[src/rtl/multi16_unsigned_pipe.sv]
// 16x16 unsigned multiplier, three pipeline stages behind an operand register.
// Stage 1 forms four 8x8 partial products. Stage 2 compresses the three
// middle-weight terms with a carry-save adder. Stage 3 does the single
// carry-propagate add and registers the 32-bit product.
module multi16_unsigned_pipe (
    input  logic        clk,
    input  logic        rst,
    input  logic        load,
    input  logic [15:0] a,
    input  logic [15:0] b,
    output logic [31:0] prod
);

    // 3:2 compressor over 16-bit words; result is {carry, sum}
    function automatic logic [31:0] csa16(
        input logic [15:0] x,
        input logic [15:0] y,
        input logic [15:0] z
    );
        logic [15:0] s;
        logic [15:0] c;
        s = x ^ y ^ z;
        c = (x & y) | (x & z) | (y & z);
        return {c, s};
    endfunction

    // operand registers
    logic [15:0] a_r;
    logic [15:0] b_r;

    // stage 1: partial products
    logic [15:0] ll_r;
    logic [15:0] hl_r;
    logic [15:0] lh_r;
    logic [15:0] hh_r;

    // stage 2: carry-save vectors plus the bytes that bypass the adder
    logic [15:0] s_r;
    logic [15:0] c_r;
    logic [7:0]  hh_hi_r;
    logic [7:0]  ll_lo_r;

    // combinational helpers
    logic [15:0] ll_s;
    logic [15:0] hl_s;
    logic [15:0] lh_s;
    logic [15:0] hh_s;
    logic [31:0] csa_s;
    logic [23:0] upper_s;

    // 8x8 partial products from the held operands, and the CSA/final-add terms
    always_comb begin
        ll_s    = {8'd0, a_r[7:0]}  * {8'd0, b_r[7:0]};
        hl_s    = {8'd0, a_r[15:8]} * {8'd0, b_r[7:0]};
        lh_s    = {8'd0, a_r[7:0]}  * {8'd0, b_r[15:8]};
        hh_s    = {8'd0, a_r[15:8]} * {8'd0, b_r[15:8]};
        csa_s   = csa16(hl_r, {hh_r[7:0], ll_r[15:8]}, lh_r);
        // the carry out of bit 23 is always zero for 16x16 operands
        upper_s = {hh_hi_r, s_r} + {7'd0, c_r, 1'b0};
    end

    // capture operands on load; hold otherwise
    always_ff @(posedge clk or posedge rst) begin
        if (rst) begin
            a_r <= 16'd0;
            b_r <= 16'd0;
        end else if (load) begin
            a_r <= a;
            b_r <= b;
        end else begin
            a_r <= a_r;
            b_r <= b_r;
        end
    end

    // stage 1: register the four partial products every cycle
    always_ff @(posedge clk or posedge rst) begin
        if (rst) begin
            ll_r <= 16'd0;
            hl_r <= 16'd0;
            lh_r <= 16'd0;
            hh_r <= 16'd0;
        end else begin
            ll_r <= ll_s;
            hl_r <= hl_s;
            lh_r <= lh_s;
            hh_r <= hh_s;
        end
    end

    // stage 2: register carry-save sum/carry and the pass-through bytes
    always_ff @(posedge clk or posedge rst) begin
        if (rst) begin
            s_r     <= 16'd0;
            c_r     <= 16'd0;
            hh_hi_r <= 8'd0;
            ll_lo_r <= 8'd0;
        end else begin
            s_r     <= csa_s[15:0];
            c_r     <= csa_s[31:16];
            hh_hi_r <= hh_r[15:8];
            ll_lo_r <= ll_r[7:0];
        end
    end

    // stage 3: final carry-propagate add into the registered product
    always_ff @(posedge clk or posedge rst) begin
        if (rst) begin
            prod <= 32'd0;
        end else begin
            prod <= {upper_s, ll_lo_r};
        end
    end

endmodule

[config.mk]
export PLATFORM = sky130hd
export DESIGN_NAME = multi16_unsigned_pipe
export DESIGN_NICKNAME = d
export VERILOG_FILES = /design/src/rtl/multi16_unsigned_pipe.sv
export SDC_FILE = /design/constraint.sdc
export NUM_CORES = 1
export LEC_CHECK = 0
export ABC_CLOCK_PERIOD_IN_PS = 8250
export CAP_MARGIN = 20
export CORE_MARGIN = 10
export CORE_UTILIZATION = 64
export CTS_CLUSTER_DIAMETER = 200
export DETAILED_ROUTE_END_ITERATION = 6
export PLACE_DENSITY = 0.84
export SETUP_SLACK_MARGIN = 0.2
export SLEW_MARGIN = 30
export SYNTH_ARGS = -nofsm -noshare
export SYNTH_HDL_FRONTEND = slang
export SYNTH_SLANG_ARGS = --single-unit
[constraint.sdc]
create_clock -name clk -period 8.25 [get_ports clk]
set_input_delay 0.825 -clock clk [delete_from_list [all_inputs] [get_ports clk]]
set_output_delay 0.825 -clock clk [all_outputs]
set_load 0.01 [all_outputs]
==> flow_metrics.tcl <==
set metrics [dict create \
    status "finished clean" \
    critPathTopFamily "adder cells" \
    vias 9519 \
    required_ns 8.53 \
    worst_path_max_delay_cell "dfrtp_1" \
    io_buffers 66 \
    worst_ep_arrival_time_ns 5.10 \
    drive_gt1_share_pct 5.19 \
    maxCapViolCount 0 \
    hpwl_mm 21.7 \
    hold_class "reg -> reg" \
    antenna_found_initial 0 \
    grt-ovfl-total 0 \
    avgSynthCellArea_um2 10.6 \
    synth.distinct_cells 49 \
    numCtsBuffers 17 \
    relSlewSlack_pct 52.8 \
    finalNonFillerCells 1706 \
    cp_cell_sequence "nand2_1 -> fa_1 -> fa_1 -> inv_1 -> fa_1 -> inv_1 -> fa_1 -> inv_1 -> ha_1 -> o21ai_0 -> a21o_1 -> a21o_1 -> mux2i_1 -> a2111oi_0" \
    remaining_drc_errors 0 \
    clock-sinks 176 \
    grt_pass1_wl_mm 50.0 \
    insertion_delay_ns 0.45 \
    syn_area_um2 14500 \
    tightest_slew_ns 0.708 \
    track_usage_pct 21.5 \
    via_per_inst 5.58 \
    detail_route.wl_per_cell_um 17.1 \
    die_h_um 170 \
    cts_resized 0 \
    nFillCells 1539 \
    rsz0062_at_grt "no" \
    crit_type "reg -> reg" \
    period_minus_slack_ns 4.82 \
    die_area_um2 29100 \
    final_common_cell "and2_1" \
    synth_edf_count 0 \
    cpMostUsedCell "fa_1" \
    synth_cells 1361 \
    coreArea_um2 22000 \
    start_kind "register" \
    cts_tree "done" \
    gp_congestion 0.876 \
    drt_iter0_markers 602 \
    ctsLongestPathBuffers 2 \
    final_core_util_pct 72.8 \
    initial_core_util_pct 65.8 \
    drt-total-wl_mm 29.1 \
    synth_seq_cells 176 \
    num_rows 54 \
    antenna_cells 0 \
    areaGrowthSynthToFinish_pct 10.7 \
    cts.root.buffer_cell "clkbuf_16" \
    grt_pass1_vias 10300 \
    fmax_mhz 207 \
    die_w_um 170 \
    final_antenna_net_count 0 \
    layout_common_cells "and2_1 (208), inv_1 (205), dfrtp_1 (176), fa_1 (161), ha_1 (160)" \
    postCtsHoldBufs 0 \
    post-cts-setup-buffers 0 \
    drv_slew 0 \
    finClkSkew_ns 0.0155 \
    hold_viol_final 0 \
    path_buf_inv 3 \
    dpl.cell_count 1673 \
    irDropWorstVdd_mv 0.207 \
    final.period_utilization_pct 58.4 \
    cp_slowest_stage_delay_ns 0.70 \
    p_per_area_nw_per_um2 389 \
    io_pins 67 \
    h-tree-depth 4 \
    ys.flop_type "dfrtp_1" \
    p_leak_nw 7.92 \
    nNetsFinal 1769 \
    first_pass_iters 5 \
    critPathCaptureType "register" \
    setup_viol 0 \
    async_flop_share_pct 100 \
    syn-num-nets 1717 \
    path_clk_slew_ns 0.07 \
    ys_seq_area_share_pct 30.4 \
    cp_max_fo 17 \
    synth_warnings 0 \
    grt_max_degree 108 \
    setup_tns_ns 0 \
]
-- worst register-to-register path: cells and delay by family, from the launching register on --
| family | cells | cell delay, ns |
|---|---|---|
| buf+inv | 3 | 0.14 |
| simple gates | 1 | 0.17 |
| flops | 1 | 0.70 |
| fa+ha+maj | 5 | 2.37 |
| compound gates | 4 | 1.19 |
| mux | 1 | 0.10 |
-- logic make-up (layout without fill, tap and decap cells) --
logic type,after synthesis,after routing,share of synthesized area (%)
muxes,36,36,2.76
xor gates and xnor gates,58,58,3.51
and+or+nand+nor,391,391,14.9
AOI/OAI and AO/OA,137,137,6.12
buffers and inverters,242,307,6.27
DFF,176,176,30.4
adders and majority gates,321,321,36.1
-- metal layers --
metal / vias up / share of wire, % / global-route usage [%]
met5: - / 0 / 0
met4: 0 / 2.2 / 7.13
met3: 46 / 5.6 / 4.14
met2: 244 / 49 / 36.7
met1: 4794 / 43 / 27.0
li1: 4435 / - / -
-- state kept, by name (all words and copies together), names as in the netlist, 16 cells and up --
register,flops
prod,32
a_r,16
b_r,16
c_r,16
hh_r,16
hl_r,16
lh_r,16
ll_r,16
s_r,16
-- through the flow --
stage	total power (W)	area (µm²)	setup slack (ns)	hold slack [ns]
after floorplan	0.00432	14500	2.65	0.331
after global placement	0.00516	15400	3.58	0.332
after detailed placement	0.00532	15400	3.44	0.335
after CTS	0.00627	16000	3.43	0.350
after global routing	0.00685	16000	3.07	0.355
final	0.00624	16000	3.43	0.349
-- cells in the mapped netlist (all sizes together), types with 3 or more instances --
cell / n / area [µm²]
fa: 161 / 3220
xnor2: 45 / 394
and2: 208 / 1300
nor2: 42 / 158
inv: 206 / 773
nor4: 4 / 25.0
mux2: 32 / 360
o21a: 10 / 75.1
and3: 5 / 31.3
o311ai: 3 / 26.3
a21o: 14 / 105
dfrtp: 176 / 4400
nand3: 8 / 40.0
xor2: 13 / 114
nor3: 21 / 105
nand2b: 6 / 37.5
mux2i: 4 / 40.0
o21ai: 31 / 155
a2111oi: 6 / 52.6
nor2b: 16 / 108
a211oi: 10 / 75.1
a31oi: 3 / 18.8
o21bai: 7 / 52.6
ha: 160 / 2000
nand2: 71 / 267
clkbuf: 33 / 124
buf: 3 / 11.3
a21oi: 38 / 190
-- where the power goes --
group,internal (W),switching (W),leakage [nW]
clock network,0.000438,0.000403,0.302
logic,0.00178,0.00213,5.53
registers,0.00126,0.000228,2.09
total,0.00348,0.00276,7.92
-- cell type report --
cell class / instances / area (µm²) / share of cell area [%]
multi-input combinational: 943 / 9180 / 57.2
sequential: 176 / 4400 / 27.5
inverter: 206 / 781 / 4.87
timing repair buffer: 69 / 703 / 4.39
clock buffer: 17 / 425 / 2.65
tap: 280 / 350 / 2.18
clock inverter: 15 / 194 / 1.21
-- final timing paths --
path / start / to / slack [ns] / depth (start not counted)
worst min-delay path: ll_r[7] / ll_lo_r[7] / 0.35 / 0
max in group asynchronous: rst / prod[26] / 6.22 / 4
worst min register to register: ll_r[7] / ll_lo_r[7] / 0.35 / 0
worst max-delay path: a_r[5] / ll_r[15] / 3.43 / 14
worst max register to register: a_r[5] / ll_r[15] / 3.43 / 14
min in group asynchronous: rst / prod[9] / 0.92 / 2
(Power assumes the default switching activity.)
